**src/rtl/dm_arbiter.sv**
```systemverilog
// -----------------------------------------------------------------------------
// dm_arbiter
// Sequencer and round-robin arbiter for the single-port data memory.
// Two requesters share the memory: the CPU MEM-stage data port (C) and the
// device/DMA port (D). The block builds the byte enable and lane-replicated
// write data from the address low bits and access size, and it flags
// misaligned or invalid-size accesses without touching memory.
//
// Ports
//   clk, reset        clock; synchronous active-low reset
//   c_req/c_we/c_addr/c_op/c_wdata   CPU request (held until c_done)
//   c_gnt/c_done/c_aerr/c_rdata      CPU grant pulse, completion, error, load data
//   d_*                              same set for the device/DMA port
//   m_en/m_we/m_addr/m_be/m_wdata    memory access (word address, byte lanes)
//   m_rdata                          memory read word, sampled on last m_en cycle
//   busy                             sequencer not idle
// -----------------------------------------------------------------------------
module dm_arbiter #(
    parameter int MEM_LAT = 1
) (
    input  logic        clk,
    input  logic        reset,

    input  logic        c_req,
    input  logic        c_we,
    input  logic [31:0] c_addr,
    input  logic [1:0]  c_op,
    input  logic [31:0] c_wdata,
    output logic        c_gnt,
    output logic        c_done,
    output logic        c_aerr,
    output logic [31:0] c_rdata,

    input  logic        d_req,
    input  logic        d_we,
    input  logic [31:0] d_addr,
    input  logic [1:0]  d_op,
    input  logic [31:0] d_wdata,
    output logic        d_gnt,
    output logic        d_done,
    output logic        d_aerr,
    output logic [31:0] d_rdata,

    output logic        m_en,
    output logic        m_we,
    output logic [31:0] m_addr,
    output logic [3:0]  m_be,
    output logic [31:0] m_wdata,
    input  logic [31:0] m_rdata,

    output logic        busy
);

    localparam logic PORT_C = 1'b0;
    localparam logic PORT_D = 1'b1;

    // The counter only ever holds MEM_LAT-1 down to 0.
    localparam int              CNT_W    = (MEM_LAT > 1) ? $clog2(MEM_LAT) : 1;
    localparam logic [CNT_W-1:0] CNT_LOAD = CNT_W'(MEM_LAT - 1);
    localparam logic [CNT_W-1:0] CNT_ZERO = CNT_W'(0);

    typedef enum logic [1:0] {
        ST_IDLE   = 2'd0,
        ST_ACCESS = 2'd1,
        ST_DONE   = 2'd2
    } state_t;

    // ------------------------------------------------------------------
    // Helper functions
    // ------------------------------------------------------------------

    // Size/alignment error: invalid size, unaligned word, odd half.
    function automatic logic is_misaligned(input logic [1:0] op, input logic [1:0] lo);
        logic err_v;
        err_v = 1'b0;
        case (op)
            2'd0:    err_v = 1'b1;
            2'd1:    err_v = (lo != 2'b00);
            2'd2:    err_v = lo[0];
            2'd3:    err_v = 1'b0;
            default: err_v = 1'b1;
        endcase
        return err_v;
    endfunction

    // Byte-lane enable for the addressed bytes.
    function automatic logic [3:0] calc_be(input logic [1:0] op, input logic [1:0] lo);
        logic [3:0] be_v;
        be_v = 4'b0000;
        case (op)
            2'd1:    be_v = 4'b1111;
            2'd2:    be_v = lo[1] ? 4'b1100 : 4'b0011;
            2'd3:    be_v = 4'b0001 << lo;
            default: be_v = 4'b0000;
        endcase
        return be_v;
    endfunction

    // Replicate right-aligned store data across all lanes so the byte
    // enable alone selects where it lands.
    function automatic logic [31:0] calc_wdata(input logic [1:0] op, input logic [31:0] wd);
        logic [31:0] wd_v;
        wd_v = 32'h0000_0000;
        case (op)
            2'd1:    wd_v = wd;
            2'd2:    wd_v = {2{wd[15:0]}};
            2'd3:    wd_v = {4{wd[7:0]}};
            default: wd_v = 32'h0000_0000;
        endcase
        return wd_v;
    endfunction

    // Move the addressed lane down to bit 0 and zero the upper bits.
    function automatic logic [31:0] extract(input logic [1:0] op, input logic [1:0] lo,
                                            input logic [31:0] word);
        logic [31:0] sh_v;
        logic [31:0] rd_v;
        sh_v = word >> {lo, 3'b000};
        rd_v = 32'h0000_0000;
        case (op)
            2'd1:    rd_v = sh_v;
            2'd2:    rd_v = {16'h0000, sh_v[15:0]};
            2'd3:    rd_v = {24'h00_0000, sh_v[7:0]};
            default: rd_v = 32'h0000_0000;
        endcase
        return rd_v;
    endfunction

    // ------------------------------------------------------------------
    // State and registers
    // ------------------------------------------------------------------
    state_t           state_r;
    state_t           state_nxt_s;
    logic             last_r;
    logic             owner_r;
    logic             we_r;
    logic [1:0]       op_r;
    logic [1:0]       addr_lo_r;
    logic [CNT_W-1:0] cnt_r;

    logic        c_gnt_r, c_done_r, c_aerr_r;
    logic [31:0] c_rdata_r;
    logic        d_gnt_r, d_done_r, d_aerr_r;
    logic [31:0] d_rdata_r;
    logic        m_en_r, m_we_r;
    logic [31:0] m_addr_r, m_wdata_r;
    logic [3:0]  m_be_r;
    logic        busy_r;

    // Arbitration result (only acted on in IDLE)
    logic        req_any_s;
    logic        win_d_s;
    logic        win_we_s;
    logic [31:0] win_addr_s;
    logic [1:0]  win_op_s;
    logic [31:0] win_wdata_s;
    logic        win_err_s;

    assign req_any_s = c_req | d_req;

    // Round-robin winner select and mux of the winning request fields.
    always_comb begin
        win_d_s = 1'b0;
        if (c_req && d_req) begin
            // Both pending: the port that did not win last time goes now.
            win_d_s = (last_r == PORT_C);
        end else if (d_req) begin
            win_d_s = 1'b1;
        end else begin
            win_d_s = 1'b0;
        end
        win_we_s    = win_d_s ? d_we    : c_we;
        win_addr_s  = win_d_s ? d_addr  : c_addr;
        win_op_s    = win_d_s ? d_op    : c_op;
        win_wdata_s = win_d_s ? d_wdata : c_wdata;
        win_err_s   = is_misaligned(win_op_s, win_addr_s[1:0]);
    end

    // Next-state logic for the access sequencer.
    always_comb begin
        state_nxt_s = state_r;
        case (state_r)
            ST_IDLE: begin
                if (req_any_s) begin
                    // Errored requests skip the memory entirely.
                    state_nxt_s = win_err_s ? ST_DONE : ST_ACCESS;
                end else begin
                    state_nxt_s = ST_IDLE;
                end
            end
            ST_ACCESS: begin
                if (cnt_r == CNT_ZERO) begin
                    state_nxt_s = ST_DONE;
                end else begin
                    state_nxt_s = ST_ACCESS;
                end
            end
            ST_DONE: state_nxt_s = ST_IDLE;
            default: state_nxt_s = ST_IDLE;
        endcase
    end

    // State register.
    always_ff @(posedge clk) begin
        if (!reset) begin
            state_r <= ST_IDLE;
        end else begin
            state_r <= state_nxt_s;
        end
    end

    // Datapath: grant latching, memory drive, completion pulses and load data.
    always_ff @(posedge clk) begin
        if (!reset) begin
            last_r    <= PORT_D;
            owner_r   <= PORT_C;
            we_r      <= 1'b0;
            op_r      <= 2'd0;
            addr_lo_r <= 2'd0;
            cnt_r     <= CNT_ZERO;
            c_gnt_r   <= 1'b0;
            c_done_r  <= 1'b0;
            c_aerr_r  <= 1'b0;
            c_rdata_r <= 32'h0000_0000;
            d_gnt_r   <= 1'b0;
            d_done_r  <= 1'b0;
            d_aerr_r  <= 1'b0;
            d_rdata_r <= 32'h0000_0000;
            m_en_r    <= 1'b0;
            m_we_r    <= 1'b0;
            m_addr_r  <= 32'h0000_0000;
            m_be_r    <= 4'b0000;
            m_wdata_r <= 32'h0000_0000;
            busy_r    <= 1'b0;
        end else begin
            // Handshake outputs are single-cycle pulses.
            c_gnt_r   <= 1'b0;
            c_done_r  <= 1'b0;
            c_aerr_r  <= 1'b0;
            c_rdata_r <= 32'h0000_0000;
            d_gnt_r   <= 1'b0;
            d_done_r  <= 1'b0;
            d_aerr_r  <= 1'b0;
            d_rdata_r <= 32'h0000_0000;
            busy_r    <= (state_nxt_s != ST_IDLE);

            case (state_r)
                ST_IDLE: begin
                    if (req_any_s) begin
                        last_r    <= win_d_s;
                        owner_r   <= win_d_s;
                        we_r      <= win_we_s;
                        op_r      <= win_op_s;
                        addr_lo_r <= win_addr_s[1:0];
                        if (win_d_s) begin
                            d_gnt_r  <= 1'b1;
                            d_done_r <= win_err_s;
                            d_aerr_r <= win_err_s;
                        end else begin
                            c_gnt_r  <= 1'b1;
                            c_done_r <= win_err_s;
                            c_aerr_r <= win_err_s;
                        end
                        if (!win_err_s) begin
                            m_en_r    <= 1'b1;
                            m_we_r    <= win_we_s;
                            m_addr_r  <= {win_addr_s[31:2], 2'b00};
                            m_be_r    <= calc_be(win_op_s, win_addr_s[1:0]);
                            m_wdata_r <= calc_wdata(win_op_s, win_wdata_s);
                            cnt_r     <= CNT_LOAD;
                        end
                    end
                end
                ST_ACCESS: begin
                    if (cnt_r == CNT_ZERO) begin
                        // Last m_en cycle: m_rdata is valid on this edge.
                        m_en_r    <= 1'b0;
                        m_we_r    <= 1'b0;
                        m_addr_r  <= 32'h0000_0000;
                        m_be_r    <= 4'b0000;
                        m_wdata_r <= 32'h0000_0000;
                        if (owner_r == PORT_D) begin
                            d_done_r  <= 1'b1;
                            d_rdata_r <= we_r ? 32'h0000_0000 : extract(op_r, addr_lo_r, m_rdata);
                        end else begin
                            c_done_r  <= 1'b1;
                            c_rdata_r <= we_r ? 32'h0000_0000 : extract(op_r, addr_lo_r, m_rdata);
                        end
                    end else begin
                        cnt_r <= cnt_r - CNT_W'(1);
                    end
                end
                ST_DONE: begin
                    cnt_r <= CNT_ZERO;
                end
                default: begin
                    cnt_r <= CNT_ZERO;
                end
            endcase
        end
    end

    assign c_gnt   = c_gnt_r;
    assign c_done  = c_done_r;
    assign c_aerr  = c_aerr_r;
    assign c_rdata = c_rdata_r;
    assign d_gnt   = d_gnt_r;
    assign d_done  = d_done_r;
    assign d_aerr  = d_aerr_r;
    assign d_rdata = d_rdata_r;
    assign m_en    = m_en_r;
    assign m_we    = m_we_r;
    assign m_addr  = m_addr_r;
    assign m_be    = m_be_r;
    assign m_wdata = m_wdata_r;
    assign busy    = busy_r;

endmodule
```
**config.mk**
```make
export PLATFORM = sky130hd
export DESIGN_NAME = dm_arbiter
export DESIGN_NICKNAME = d
export VERILOG_FILES = /design/src/rtl/dm_arbiter.sv
export SDC_FILE = /design/constraint.sdc
export NUM_CORES = 1
export LEC_CHECK = 0
export ABC_CLOCK_PERIOD_IN_PS = 2650
export CAP_MARGIN = 20
export CORE_UTILIZATION = 44
export DETAILED_ROUTE_END_ITERATION = 12
export PLACE_DENSITY = 0.92
export SLEW_MARGIN = 0
export SYNTH_ARGS = -nofsm -noshare
export SYNTH_HDL_FRONTEND = slang
export SYNTH_SLANG_ARGS = --single-unit
```
**constraint.sdc**
```tcl
create_clock -name clk -period 2.65 [get_ports clk]
set_input_delay 0.53 -clock clk [delete_from_list [all_inputs] [get_ports clk]]
set_output_delay 0.53 -clock clk [all_outputs]
set_load 0.01 [all_outputs]
```
=== After elaboration in Yosys (flattened, before gate mapping) ===
Cells that the tools add are included.

* Output and inout bits: 141
* Register bits after elaboration: 151
* Bits of input ports: 170
* Logic and storage cells: 102

* Shift-type cells: 2
* Equal/unequal tests: 10
* Mux-type cells: 50
* Reduce and logical (&&, ||, !) cells: 13
* $add $sub $neg: 1
* Bitwise gates (word level): 5

{| class="wikitable"
|+ Operators with widths
! cell !! number
|-
| 2-to-1 mux 32 bit || 8
|-
| one-hot mux 32 bit (3 select lines) || 2
|-
| one-hot mux 32 bit (2 select lines) || 2
|-
| right shift 32 x 5 -> 32 bit || 1
|-
| 2-to-1 mux 1 bit || 21
|-
| 2-to-1 mux 4 bit || 4
|-
| one-hot mux 4 bit (3 select lines) || 1
|-
| one-hot mux 1 bit (2 select lines) || 5
|-
| == test 2 bit (second input constant) || 4
|-
| 2-to-1 mux 2 bit || 4
|-
| one-hot mux 4 bit (2 select lines) || 1
|-
| OR reduction 4 bit || 2
|-
| == test 2 x 1 -> 1 bit (second input constant) || 3
|-
| inequality test 2 bit (second input constant) || 3
|-
| AND reduction 2 bit || 3
|-
| nonzero test 2 bit || 3
|-
| logical NOT 2 bit || 2
|-
| NOT 1 bit || 4
|-
| one-hot mux 1 bit (4 select lines) || 1
|-
| one-hot mux 2 bit (2 select lines) || 1
|-
| AND reduction 4 bit || 1
|-
| left shift 1 x 2 -> 4 bit (first input constant) || 1
|-
| AND reduction 3 bit || 1
|-
| logical AND 1 bit || 1
|-
| 2 further kinds || 2
|}

=== Longest topological paths before layout ===
Gate-level depths: netlist (run 1).

* Depth after elaboration: 9
* Mapped depth: 9
* Gate-level depth less buffers: 5

=== Worst setup path after synthesis (run 1) ===
No wires, ideal clock.

* Path kind: input to register
* Start point: input d_req
* End point: register m_be_r[0], in the netlist m_be[0]
* Buffers on the path: 1
* Arrival time: 1.820 ns
* Setup time: 0.117 ns
* Required time: 2.533 ns
* Cell stages on the path: 5
* Setup slack: 0.713 ns
* Path through: a21boi_4 mux2i_1 buf_2 nand2_1 a32o_1

* Word-level cells in the longest chain between the ends: 8
* Elaborated cells between the ends (all ways): 21
* Those cells by class: eq/ne: 5; shift: 1; mux: 10; bitwise: 1; reduce/logical: 4

{| class="wikitable"
|+ Ends and longest elaborated chain
! what !! RTL line !! RTL
|-
| start, declared || 34 || <nowiki>input logic d_req,</nowiki>
|-
| 2-to-1 mux 1 bit / logical AND 1 bit (equally long branches) || 167, 164 ||
|-
| 2-to-1 mux 1 bit || 164 || <nowiki>if (c_req && d_req) begin</nowiki>
|-
| 2-to-1 mux 2 bit / 2-to-1 mux 32 bit (equally long branches) || 174, 173 ||
|-
| == test 2 bit, or another cell as far along || 76, 90 ||
|-
| one-hot mux 4 bit (3 select lines) || 90 || <nowiki>case (op)</nowiki>
|-
| 2-to-1 mux 4 bit || 264 || <nowiki>if (!win_err_s) begin</nowiki>
|-
| 2-to-1 mux 4 bit || 249 || <nowiki>if (req_any_s) begin</nowiki>
|-
| one-hot mux 4 bit (2 select lines) || 247 || <nowiki>case (state_r)</nowiki>
|-
| end signal, assigned || 268 || <nowiki>m_be_r <= calc_be(win_op_s, win_addr_s[1:0]);</nowiki>
|-
| end, declared || 147 || <nowiki>logic [3:0] m_be_r;</nowiki>
|}

Parallel ways exist; a longest one is shown, timed or not. The select of a mux whose other input is x is not followed.
A chain may end at the register's enable or synchronous reset.

=== Worst setup path after layout (run 1) ===
* Start point: input d_req
* End point: register m_wdata_r[22], in the netlist m_wdata[22]

* Word-level cells in the longest chain between the ends: 8
* Elaborated cells between the ends (all ways): 20
* Those cells by class: eq/ne: 5; mux: 10; bitwise: 1; reduce/logical: 4

{| class="wikitable"
|+ Ends and longest elaborated chain
! what !! RTL line !! RTL
|-
| 2-to-1 mux 1 bit / logical AND 1 bit (equally long branches) || 167, 164 ||
|-
| 2-to-1 mux 1 bit || 164 ||
|-
| 2-to-1 mux 2 bit || 174 || <nowiki>win_op_s = win_d_s ? d_op : c_op;</nowiki>
|-
| == test 2 bit / == test 2 x 1 -> 1 bit (equally long branches) || 76, 104 ||
|-
| one-hot mux 32 bit (3 select lines) || 104 || <nowiki>case (op)</nowiki>
|-
| 2-to-1 mux 32 bit || 264 ||
|-
| 2-to-1 mux 32 bit || 249 ||
|-
| one-hot mux 32 bit (2 select lines) || 247 ||
|-
| end signal, assigned || 269 || <nowiki>m_wdata_r <= calc_wdata(win_op_s, win_wdata_s);</nowiki>
|-
| end, declared || 146 || <nowiki>logic [31:0] m_addr_r, m_wdata_r;</nowiki>
|}

Parallel ways exist; a longest one is shown, timed or not. The select of a mux whose other input is x is not followed.

==> results_tabular.tex, run 1 <==
\begin{tabular}{lr}
\hline
Metric & Value \\
\hline
\multicolumn{2}{l}{\textbf{CTS}} \\
CTS tree & yes \\
Clock edge transition at the registers on the reported setup and hold paths & 0.06 ns \\
Cts bufs inserted & 17 \\
Count of H-tree levels built during CTS & 4 \\
Maximum buffer depth of the clock tree & 2 \\
Number of buffers inserted by post-CTS setup repair & 0 \\
Number of gates resized after CTS & 0 \\
Clock Root Buffer & sky130\_fd\_sc\_hd\_\_clkbuf\_16 \\
Clock sinks & 148 \\
Clock insertion delay at the later pin of the skew report & 0.42 ns \\
Hold buffer count at cts & 0 \\
\multicolumn{2}{l}{\textbf{Route}} \\
Initial DRC count & 394 \\
Via count & 6,329 \\
Number of design rule violations left after detail routing & 0 \\
Router iterations before antenna repair & 6 \\
Routed wire length per instance & 19.1 um \\
Remaining antenna violation count after routing & 0 \\
Mean number of vias per cell & 5.50 \\
Overall routed net length & 22,000 um \\
\multicolumn{2}{l}{\textbf{Setup path}} \\
Cell count of the worst reg-to-reg path & 6 \\
Slowest-stage cell, CP & sky130\_fd\_sc\_hd\_\_nor3\_1 \\
Category of cells accounting for the largest share of critical-path delay & compound AO/OA/AOI/OAI gates \\
Crit Reg-Reg Endpoint & m\_wdata[22] \\
Largest fanout on the critical path & 27 \\
Required time at the worst-slack endpoint & 3.01 ns \\
Critical path cell sequence & clkdlybuf4s50\_1, buf\_4, a21bo\_4, buf\_12, nor3\_1, a22oi\_1, o22ai\_1, o21a\_1 \\
FF-to-FF Start & last\_r \\
Minimum setup slack among reg-to-reg paths & 0.63 ns \\
Sum of buffers and inverters on the critical path & 3 \\
Cell count along the critical path & 8 \\
Critical Path End Type & flop \\
Critical path start-end classification & in -> reg \\
CP startpoint kind & primary input \\
Arrival time worst endpoint & 2.76 ns \\
Critical Path Max Stage Delay & 0.56 ns \\
\multicolumn{2}{l}{\textbf{Finish}} \\
Fin util & 74.1\% \\
Post-layout net count & 1,127 \\
Antenna cells & 0 \\
Share of final-layout standard cells stronger than drive strength 1 & 11.6\% \\
Synthesis-to-finish area growth & 62.6\% \\
\multicolumn{2}{l}{\textbf{Min path}} \\
Worst Hold End & m\_addr[11] \\
Instance count along the most critical hold path & 1 \\
Worst min path class & reg -> reg \\
Min-Delay Startpoint & m\_addr[11] \\
\multicolumn{2}{l}{\textbf{Synth}} \\
Library cell occupying the most area in the post-synthesis netlist & sky130\_fd\_sc\_hd\_\_dfxtp\_1 \\
Yosys warnings & 0 \\
Post-synthesis mux area share & 15.4\% \\
Synthesized area divided by synthesized cell count & 10.0 um\^{}2 \\
Synthesized netlist cell count & 639 \\
Post-synth design cell area & 6400 um\^{}2 \\
Basic-gate share of the synthesized area counting and, or, nand and nor cells & 14.1\% \\
Cell types occupying the most area after synthesis & sky130\_fd\_sc\_hd\_\_dfxtp\_1 46\%, sky130\_fd\_sc\_hd\_\_mux2i\_1 12\%, sky130\_fd\_sc\_hd\_\_o2bb2ai\_1 4.4\% \\
Adder-cell share of the synthesized area & 0\% \\
Synth top area share & 46.3\% \\
Part of the Yosys area used for sequential elements & 46.3\% \\
Number of different library cells in the post-synthesis netlist & 58 \\
Largest family of logic cells by synthesized area & compound AO/OA/AOI/OAI gates \\
Xor/xnor share of the synthesized area & 0.274\% \\
Most instantiated library cell after synthesis & sky130\_fd\_sc\_hd\_\_dfxtp\_1 \\
Post-synth ARST share & 0\% \\
Post-synth top flop & sky130\_fd\_sc\_hd\_\_dfxtp\_1 \\
Number of enable-type register cells in the synthesized netlist & 0 \\
Total of flip-flops plus latches after synthesis & 148 \\
Compound-cell area share of the yosys netlist & 19.8\% \\
Most used standard cells in the synthesized netlist & 148 x sky130\_fd\_sc\_hd\_\_dfxtp\_1, 76 x sky130\_fd\_sc\_hd\_\_mux2i\_1, 56 x sky130\_fd\_sc\_hd\_\_nor2\_1, 48 x sky130\_fd\_sc\_hd\_\_nand2\_1, 32 x sky130\_fd\_sc\_hd\_\_o2bb2ai\_1 \\
\multicolumn{2}{l}{\textbf{Status}} \\
Status & finished, final reports clean \\
\multicolumn{2}{l}{\textbf{Global route}} \\
Overall track demand over capacity in global routing & 28.6\% \\
Global route total overflow & 0 \\
Number of antenna violations at the first check in global routing & 0 \\
First-pass GRT wire length & 32,500 um \\
Largest net degree at the start of global routing & 41 \\
Number of global-route vias before repair & 6,181 \\
\multicolumn{2}{l}{\textbf{Place}} \\
Global placer's final weighted congestion & 0.921 \\
Port Buffers & 308 \\
DPL Wire Length & 16,800 um \\
\multicolumn{2}{l}{\textbf{Floorplanning}} \\
Initial core utilization & 45.6\% \\
Core ar. & 14,000 um\^{}2 \\
I/O pins & 311 \\
Row cnt & 43 \\
Horizontal die dimension & 123 um \\
Die extent in y & 123 um \\
DIE AREA & 15,000 um\^{}2 \\
\multicolumn{2}{l}{\textbf{Timing}} \\
Slew Limit Fails & 0 \\
Tmin final & 2.40 ns \\
Final critical-path share of the clock period & 90.5\% \\
Relative slew slack & 48.8\% \\
Number of failing hold endpoints at the final stage & 0 \\
Maximum clock skew at final layout & 0.00927 ns \\
Setup repair after global routing missed its margin & false \\
Setup Viol. Count Final & 0 \\
Achievable Freq & 417 MHz \\
Least-Margin Pin Slew & 0.768 ns \\
\multicolumn{2}{l}{\textbf{Pwr}} \\
Total chip power & 0.00625 W \\
Worst voltage drop across the vdd grid & 0.000588 V \\
Ratio of total power to cell area & 600 nW/um\^{}2 \\
Leakage & 4.11 nW \\
\multicolumn{2}{l}{\textbf{Flow run}} \\
Number of violations of the max-capacitance limit & 0 \\
\hline
\end{tabular}
-- cells in the final DEF (no fill, tap or decap), types with 17 or more instances in the layout --
| master | instances |
|---|---|
| sky130_fd_sc_hd__clkbuf_16 | 17 |
| sky130_fd_sc_hd__clkdlybuf4s50_1 | 308 |
| sky130_fd_sc_hd__dfxtp_1 | 148 |
| sky130_fd_sc_hd__mux2i_1 | 75 |
| sky130_fd_sc_hd__nor2_1 | 56 |
| sky130_fd_sc_hd__and2_1 | 19 |
| sky130_fd_sc_hd__o2bb2ai_1 | 32 |
| sky130_fd_sc_hd__nand2_1 | 48 |
| sky130_fd_sc_hd__a21oi_1 | 18 |
| sky130_fd_sc_hd__buf_4 | 33 |
-- worst max-delay path by stage --
stage,startpoint,to,slack (ns)
floorplan,d_req,m_be[0],0.71
global placement,c_req,m_wdata[16],0.05
detailed placement,d_req,m_wdata[22],-0.01
CTS,d_req,m_wdata[22],0.34
global route,d_req,m_wdata[22],0.27
finish,d_req,m_wdata[22],0.25
-- layer usage --
metal	GRT usage (%)	wire [um]	part of all wire [%]
met5	0	0	0
met3	6.46	1840	8.4
met4	15.5	970	4.4
met2	49.4	10800	49
met1	32.8	8370	38
-- through the flow --
stage | cell area [um^2] | setup WS, ns | hold slack (ns) | std cells | setup TNS (ns)
after floorplan | 6410 | 0.713 | 0.491 | 640 | 0
after global placement | 9820 | 0.0456 | 0.444 | 1118 | 0
after detailed placement | 9820 | -0.0130 | 0.447 | 1118 | -0.0190
after CTS | 10400 | 0.338 | 0.463 | 1150 | 0
after global routing | 10400 | 0.273 | 0.478 | 1150 | 0
final | 10400 | 0.253 | 0.460 | 1150 | 0
-- report_power, final --
group	switching (W)	leakage (nW)	internal, W
logic	0.000665	2.63	0.000750
clock network	0.000985	0.281	0.00141
registers	0.0000843	1.20	0.00236
total	0.00173	4.11	0.00452
-- logic make-up (layout without fill, tap and decap cells) --
| logic type | after synthesis | after routing |
|---|---|---|
| AOI/OAI and AO/OA | 155 | 155 |
| DFF | 148 | 148 |
| and+or+nand+nor | 188 | 188 |
| muxes | 94 | 94 |
| other | 1 | 2 |
| xor gates and xnor gates | 2 | 2 |
| buffers and inverters | 51 | 381 |
-- cell type report --
| cell class | count | area [um^2] |
|---|---|---|
| clock inverters | 11 | 115 |
| flip-flops and latches | 148 | 2960 |
| repair buffers | 345 | 3410 |
| fillers | 962 | 3630 |
| well taps | 180 | 225 |
| multi-input cells | 441 | 3200 |
| clock buffers | 21 | 480 |
| inverters | 4 | 15.0 |
-- flip-flops by register name (all words and copies together) (netlist names), 2 cells and up --
register and flops:
m_be 4, m_wdata 32, d_rdata 32, m_addr 30
c_rdata 32, state_r 2, addr_lo_r 2, op_r 2
(Power assumes the default switching activity.)
==> run 2: changes to the inputs <==
--- a/config.mk
+++ b/config.mk
@@ -5,11 +5,11 @@
 export SDC_FILE = /design/constraint.sdc
 export NUM_CORES = 1
 export LEC_CHECK = 0
-export ABC_CLOCK_PERIOD_IN_PS = 2650
+export ABC_CLOCK_PERIOD_IN_PS = 1900
 export CAP_MARGIN = 20
-export CORE_UTILIZATION = 44
+export CORE_UTILIZATION = 37
 export DETAILED_ROUTE_END_ITERATION = 12
-export PLACE_DENSITY = 0.92
+export PLACE_DENSITY = 0.83
 export SLEW_MARGIN = 0
 export SYNTH_ARGS = -nofsm -noshare
 export SYNTH_HDL_FRONTEND = slang
==> constraint.sdc (replaced) <==
create_clock -name clk -period 1.9 [get_ports clk]
set_input_delay 0.285 -clock clk [delete_from_list [all_inputs] [get_ports clk]]
set_output_delay 0.285 -clock clk [all_outputs]
set_load 0.01 [all_outputs]
==> results_tabular.tex, run 2 (synthesis gave the netlist of run 1 again) <==
\begin{tabular}{lr}
\hline
Metric & Value \\
\hline
\multicolumn{2}{l}{\textbf{CTS}} \\
Clock edge transition at the registers on the reported setup and hold paths & 0.06 ns (about the same) \\
CTS tree & yes \\
Maximum buffer depth of the clock tree & 2 (unchanged) \\
Count of H-tree levels built during CTS & 4 (unchanged) \\
Clock sinks & 148 (unchanged) \\
Clock Root Buffer & sky130\_fd\_sc\_hd\_\_clkbuf\_16 \\
Cts bufs inserted & 17 (unchanged) \\
Clock insertion delay at the later pin of the skew report & 0.42 ns (about the same) \\
\multicolumn{2}{l}{\textbf{Place}} \\
Port Buffers & 308 (unchanged) \\
Cell count after placement & 1,218 (+8.9\%) \\
Global placer's final weighted congestion & 0.945 (+2.6\%) \\
DPL Wire Length & 17,800 um (+6.0\%) \\
Post-place instance area & 10,400 um\^{}2 (+5.6\%) \\
Placement Setup Slack & -0.406 ns (-0.393 ns) \\
\multicolumn{2}{l}{\textbf{Pwr}} \\
Worst voltage drop across the vdd grid & 0.000676 V (+15\%) \\
Share of power burned in registers & 38.4\% (-0.6 points) \\
Switching part of the total & 27.6\% (-0.096 points) \\
Cell-internal power & 0.00641 W (+42\%) \\
Clock network power share & 36.8\% (-1.5 points) \\
Logic pwr share & 24.8\% (+2.2 points) \\
Leakage & 4.46 nW (+8.3\%) \\
Net Sw Power & 0.00245 W (+41\%) \\
Ratio of total power to cell area & 803 nW/um\^{}2 (+34\%) \\
\multicolumn{2}{l}{\textbf{Finish}} \\
Share of final-layout standard cells stronger than drive strength 1 & 17.1\% (+5.5 points) \\
Synthesis-to-finish area growth & 72.2\% \\
Antenna cells & 0 (unchanged) \\
Number of standard cells in the final layout excluding fillers & 1,254 (+9.0\%) \\
Post-layout net count & 1,191 (+5.7\%) \\
Leading cell type in the layout, fill and taps excluded & sky130\_fd\_sc\_hd\_\_clkdlybuf4s50\_1 \\
Commonest non-fill, non-tap cells in the layout & 308 x sky130\_fd\_sc\_hd\_\_clkdlybuf4s50\_1, 148 x sky130\_fd\_sc\_hd\_\_dfxtp\_1, 90 x sky130\_fd\_sc\_hd\_\_buf\_4, 75 x sky130\_fd\_sc\_hd\_\_mux2i\_1, 56 x sky130\_fd\_sc\_hd\_\_nor2\_1 \\
Non-Filler Cell Area, Final & 11,000 um\^{}2 (+5.9\%) \\
\multicolumn{2}{l}{\textbf{Min path}} \\
Min-Delay Startpoint & m\_addr[21] \\
Worst min path class & reg -> reg \\
Instance count along the most critical hold path & 1 (unchanged) \\
Worst Hold End & m\_addr[21] \\
\multicolumn{2}{l}{\textbf{Timing}} \\
Least-Margin Pin Slew & 0.495 ns (-0.273 ns) \\
Final critical-path share of the clock period & 98.9\% \\
Tmin final & 1.88 ns \\
Number of failing hold endpoints at the final stage & 0 (unchanged) \\
Achievable Freq & 532 MHz \\
Slew Limit Fails & 0 (unchanged) \\
Setup Viol. Count Final & 0 (unchanged) \\
Maximum clock skew at final layout & 0.00797 ns (-0.00130 ns) \\
Final critical-path setup slack & 0.0209 ns (-0.232 ns) \\
Relative slew slack & 66.5\% (+18 points) \\
\multicolumn{2}{l}{\textbf{Setup path}} \\
Crit Reg-Reg Endpoint & m\_wdata[27] \\
Cell count of the worst reg-to-reg path & 7 (+1) \\
Arrival time worst endpoint & 2.24 ns (-0.52 ns) \\
Critical path start-end classification & in -> reg \\
FF-to-FF Start & last\_r \\
CP startpoint kind & primary input \\
Required time at the worst-slack endpoint & 2.26 ns (-0.75 ns) \\
Minimum setup slack among reg-to-reg paths & 0.09 ns (-0.54 ns) \\
Critical Path End Type & flop \\
Largest fanout on the critical path & 7 (-74\%) \\
\multicolumn{2}{l}{\textbf{Route}} \\
Number of design rule violations left after detail routing & 0 (unchanged) \\
Via count & 6,463 (+2.1\%) \\
Remaining antenna violation count after routing & 0 (unchanged) \\
Routed wire length per instance & 18.5 um (-3.3\%) \\
Router iterations before antenna repair & 5 (-1) \\
Overall routed net length & 23,100 um (+5.4\%) \\
Initial DRC count & 364 (-7.6\%) \\
Mean number of vias per cell & 5.15 (-6.4\%) \\
\multicolumn{2}{l}{\textbf{Global route}} \\
First-pass GRT wire length & 35,000 um (+7.8\%) \\
Global route total overflow & 0 (unchanged) \\
Largest net degree at the start of global routing & 28 (-32\%) \\
Overall track demand over capacity in global routing & 25.5\% (-3.1 points) \\
Number of antenna violations at the first check in global routing & 1 (+1) \\
Number of global-route vias before repair & 6,548 (+5.9\%) \\
\multicolumn{2}{l}{\textbf{Status}} \\
Status & finished, final reports clean \\
\multicolumn{2}{l}{\textbf{Floorplanning}} \\
Die extent in y & 134 um (+8.9\%) \\
Core ar. & 16,800 um\^{}2 (+19\%) \\
I/O pins & 311 (unchanged) \\
Initial core utilization & 38.2\% (-7.4 points) \\
Row cnt & 47 (+9.3\%) \\
DIE AREA & 17,800 um\^{}2 (+19\%) \\
Horizontal die dimension & 134 um (+8.9\%) \\
\multicolumn{2}{l}{\textbf{Flow run}} \\
Number of violations of the max-capacitance limit & 0 (unchanged) \\
\hline
\end{tabular}
## run 2: cell types whose count changed in the layout (fill, tap and decap cells not counted), sizes merged
cell | before | now
buf | 37 | 100
clkinv | 2 | 6
clkinvlp | 4 | 1
## run 2: how the worst max path moves through the flow
stage          depth (start not counted)     endpoint  startpoint
2_1_floorplan                          5      m_be[0]      last_r
3_5_place_dp                           8  m_wdata[13]       d_req
4_1_cts                                8  m_wdata[18]       c_req
5_1_grt                                8  m_wdata[27]       d_req
3_3_place_gp                           8  m_wdata[24]       c_req
6_report                               8  m_wdata[27]       d_req
## run 2: layout make-up
| type | instances | area, um^2 |
|---|---|---|
| well taps | 220 | 275 |
| flip-flops and latches | 148 | 2960 |
| clock buffers | 20 | 457 |
| clock inverters | 12 | 120 |
| multi-input cells | 441 | 3220 |
| inverters | 4 | 15.0 |
| fillers | 1299 | 5740 |
| repair buffers | 409 | 3980 |
## run 2: critical path, stage by stage
cell	delay, ns
sky130_fd_sc_hd__clkdlybuf4s50_1	0.50
sky130_fd_sc_hd__a21boi_4	0.30
sky130_fd_sc_hd__buf_4	0.18
sky130_fd_sc_hd__mux2i_4	0.32
sky130_fd_sc_hd__buf_4	0.21
sky130_fd_sc_hd__nand2b_1	0.10
sky130_fd_sc_hd__o22ai_1	0.17
sky130_fd_sc_hd__a22o_1	0.17
## run 2: routing by layer
metal	global-route usage, %	up-vias	routed length [um]
met5	0	-	13
met2	43.2	307	11000
li1	-	3093	-
met3	6.32	72	1630
met4	12.9	2	1040
met1	29.9	2989	9440
## run 2: what timing repair did
action,in CTS,in global routing
setup buffers,0,3
hold buffers,0,0
setup endpoints to repair,1,44
resized for setup,1,3
endpoints found under the hold margin,0,0
cloned,0,1
pin swaps,0,1
## run 2: stage by stage
| step | utilization (%) | power, W | hold WS [ns] | setup TNS [ns] |
|---|---|---|---|---|
| 6_report | 65.8 | 0.00885 | 0.459 | 0 |
| 5_1_grt | 65.8 | 0.00922 | 0.474 | -0.0262 |
| 4_1_cts | 65.3 | 0.00886 | 0.463 | 0 |
| 2_1_floorplan | - | 0.00441 | 0.407 | 0 |
| 3_3_place_gp | 61.9 | 0.00556 | 0.434 | -20.65 |
| 3_5_place_dp | 61.9 | 0.00559 | 0.446 | -22.47 |
## run 2: power by group through the flow
stage	Sequential, W	Clock [W]	Combinational [W]
after global routing	0.00342	0.00346	0.00234
after global placement	0.00346	0	0.00210
after detailed placement	0.00347	0	0.00213
final	0.00340	0.00326	0.00219
after floorplan	0.00352	0	0.000887
after CTS	0.00340	0.00331	0.00215
==> run 3: changes to the inputs <==
--- a/config.mk
+++ b/config.mk
@@ -10,6 +10,7 @@
 export CORE_UTILIZATION = 37
 export DETAILED_ROUTE_END_ITERATION = 12
 export PLACE_DENSITY = 0.83
+export SKIP_CTS_REPAIR_TIMING = 1
 export SLEW_MARGIN = 0
 export SYNTH_ARGS = -nofsm -noshare
 export SYNTH_HDL_FRONTEND = slang
==> results_tabular.tex, run 3 (synthesis gave the netlist of run 1 again) <==
\begin{tabular}{lr}
\hline
Metric & Value \\
\hline
\multicolumn{2}{l}{\textbf{Timing}} \\
Tmin final & 1.83 ns (-0.0466 ns) \\
Number of failing hold endpoints at the final stage & 0 (unchanged) \\
Least-Margin Pin Slew & 0.495 ns (-0.000254 ns) \\
Slew Limit Fails & 0 (unchanged) \\
Final critical-path share of the clock period & 96.4\% (-2.5 points) \\
Setup repair after global routing missed its margin & false \\
Achievable Freq & 546 MHz (+2.5\%) \\
Setup\_tns & 0 ns (unchanged) \\
Maximum clock skew at final layout & 0.00759 ns (-0.000382 ns) \\
Setup Viol. Count Final & 0 (unchanged) \\
Relative slew slack & 66.5\% (about the same) \\
\multicolumn{2}{l}{\textbf{Finish}} \\
Leading cell type in the layout, fill and taps excluded & sky130\_fd\_sc\_hd\_\_clkdlybuf4s50\_1 \\
Layout fillers & 1,302 (+0.23\%) \\
Total area of sequential cells & 2960 um\^{}2 (unchanged) \\
Synthesis-to-finish area growth & 72.2\% (unchanged) \\
Commonest non-fill, non-tap cells in the layout & 308 x sky130\_fd\_sc\_hd\_\_clkdlybuf4s50\_1, 148 x sky130\_fd\_sc\_hd\_\_dfxtp\_1, 90 x sky130\_fd\_sc\_hd\_\_buf\_4, 75 x sky130\_fd\_sc\_hd\_\_mux2i\_1, 56 x sky130\_fd\_sc\_hd\_\_nor2\_1 \\
Post-layout net count & 1,191 (unchanged) \\
Multi-input combinational cell area & 3220 um\^{}2 (unchanged) \\
Number of standard cells in the final layout excluding fillers & 1,254 (unchanged) \\
Antenna cells & 0 (unchanged) \\
Fin util & 65.8\% (unchanged) \\
Share of final-layout standard cells stronger than drive strength 1 & 17.1\% (unchanged) \\
\multicolumn{2}{l}{\textbf{Route}} \\
Amount of wire on met2 after detailed routing & 11,100 um (+0.50\%) \\
Top metal layer carrying routed signals & met5 \\
Initial DRC count & 403 (+11\%) \\
Overall routed net length & 23,200 um (+0.31\%) \\
Via count & 6,483 (+0.31\%) \\
Router iterations before antenna repair & 5 (unchanged) \\
Met1 routed wirelength after detailed routing & 9480 um (+0.40\%) \\
Routed wire length per instance & 18.5 um (+0.31\%) \\
Remaining antenna violation count after routing & 0 (unchanged) \\
Met3 wire length & 1640 um (+0.74\%) \\
Mean number of vias per cell & 5.17 (+0.31\%) \\
Number of design rule violations left after detail routing & 0 (unchanged) \\
\multicolumn{2}{l}{\textbf{Floorplanning}} \\
DIE AREA & 17,800 um\^{}2 (unchanged) \\
Core ar. & 16,800 um\^{}2 (unchanged) \\
Horizontal die dimension & 134 um (unchanged) \\
Initial core utilization & 38.2\% (unchanged) \\
Row cnt & 47 (unchanged) \\
Die extent in y & 134 um (unchanged) \\
I/O pins & 311 (unchanged) \\
\multicolumn{2}{l}{\textbf{Setup path}} \\
Required time at the worst-slack endpoint & 2.26 ns (about the same) \\
CP dominant cell by count & sky130\_fd\_sc\_hd\_\_buf\_4 \\
Critical path cell sequence & clkdlybuf4s50\_1, a21boi\_4, buf\_4, mux2i\_4, buf\_4, nand2b\_1, o22ai\_1, a22o\_1 \\
Critical Path Max Stage Delay & 0.50 ns (about the same) \\
Arrival time worst endpoint & 2.20 ns (-0.04 ns) \\
Critical path start-end classification & in -> reg \\
CP startpoint kind & primary input \\
Slowest-stage cell, CP & sky130\_fd\_sc\_hd\_\_clkdlybuf4s50\_1 \\
Largest fanout on the critical path & 7 (unchanged) \\
Critical Path End Type & flop \\
\multicolumn{2}{l}{\textbf{Pwr}} \\
Worst voltage drop across the vdd grid & 0.000676 V (-0.12\%) \\
Share of power burned in registers & 38.4\% (about the same) \\
Logic pwr share & 24.8\% (about the same) \\
Total chip power & 0.00886 W (about the same) \\
Ratio of total power to cell area & 804 nW/um\^{}2 (about the same) \\
Net Sw Power & 0.00245 W (+0.25\%) \\
Switching part of the total & 27.7\% (+0.050 points) \\
Cell-internal power & 0.00641 W (about the same) \\
Clock network power share & 36.8\% (about the same) \\
Leakage & 4.46 nW (unchanged) \\
\multicolumn{2}{l}{\textbf{Global route}} \\
Global route total overflow & 0 (unchanged) \\
Overall track demand over capacity in global routing & 25.5\% (about the same) \\
Largest net degree at the start of global routing & 28 (unchanged) \\
First-pass GRT wire length & 35,000 um (about the same) \\
Number of antenna violations at the first check in global routing & 1 (unchanged) \\
Number of global-route vias before repair & 6,548 (unchanged) \\
\multicolumn{2}{l}{\textbf{Flow run}} \\
Number of violations of the max-capacitance limit & 0 (unchanged) \\
\multicolumn{2}{l}{\textbf{CTS}} \\
Clock sinks & 148 (unchanged) \\
Cts bufs inserted & 17 (unchanged) \\
Clock insertion delay at the later pin of the skew report & 0.42 ns (about the same) \\
Clock edge transition at the registers on the reported setup and hold paths & 0.06 ns (about the same) \\
CTS tree & yes \\
Count of H-tree levels built during CTS & 4 (unchanged) \\
Maximum buffer depth of the clock tree & 2 (unchanged) \\
Clock Root Buffer & sky130\_fd\_sc\_hd\_\_clkbuf\_16 \\
\multicolumn{2}{l}{\textbf{Min path}} \\
Worst min path class & reg -> reg \\
\multicolumn{2}{l}{\textbf{Place}} \\
Global placer's final weighted congestion & 0.945 (unchanged) \\
Cell count after placement & 1,218 (unchanged) \\
DPL Wire Length & 17,800 um (unchanged) \\
Port Buffers & 308 (unchanged) \\
\multicolumn{2}{l}{\textbf{Status}} \\
Status & finished, final reports clean \\
\hline
\end{tabular}
run 3: cell counts in the layout (fill, tap and decap cells not counted):
No cell type changed its count.
run 3: final cells by class:
| type | instances | share of cell area (%) |
|---|---|---|
| flip-flops and latches | 148 | 26.9 |
| well taps | 220 | 2.50 |
| clock buffers | 20 | 4.14 |
| clock inverters | 12 | 1.09 |
| multi-input cells | 441 | 29.2 |
| repair buffers | 409 | 36.1 |
| inverters | 4 | 0.136 |
run 3: stage by stage:
stage               hold slack [ns]  setup slack, ns  cell area (um^2)
floorplan                     0.407            0.176              6410
global placement              0.434           -0.374             10400
detailed placement            0.446           -0.406             10400
CTS                           0.463         -0.00616             10900
global route                  0.474          0.00365             11000
finish                        0.460           0.0675             11000
run 3: path summary, 6_finish.rpt:
check / start / end / slack [ns] / cells after the start
worst min register to register: m_wdata[21] / m_wdata[21] / 0.46 / 1
worst max register to register: last_r / m_wdata[27] / 0.13 / 7
worst min-delay path: m_wdata[21] / m_wdata[21] / 0.46 / 1
worst max-delay path: d_req / m_wdata[18] / 0.07 / 8
run 3: power groups by stage:
stage               logic, W  registers [W]  clock network, W
floorplan           0.000887        0.00352                 0
global placement     0.00210        0.00346                 0
detailed placement   0.00213        0.00347                 0
CTS                  0.00215        0.00340           0.00331
global route         0.00235        0.00342           0.00345
finish               0.00219        0.00340           0.00326
run 3: per-layer routing:
layer | global-route usage (%) | vias up
met5 | 0 | -
met3 | 6.28 | 72
li1 | - | 3092
met2 | 43.1 | 301
met4 | 13.0 | 2
met1 | 30.0 | 3016
run 3: worst max-delay path, delay by kind of cell:
kind | cells | cell delay [ns]
AO/OA/AOI/OAI | 3 | 0.60
buffers and inverters | 3 | 0.89
multiplexers | 1 | 0.31
AND/OR/NAND/NOR | 1 | 0.10
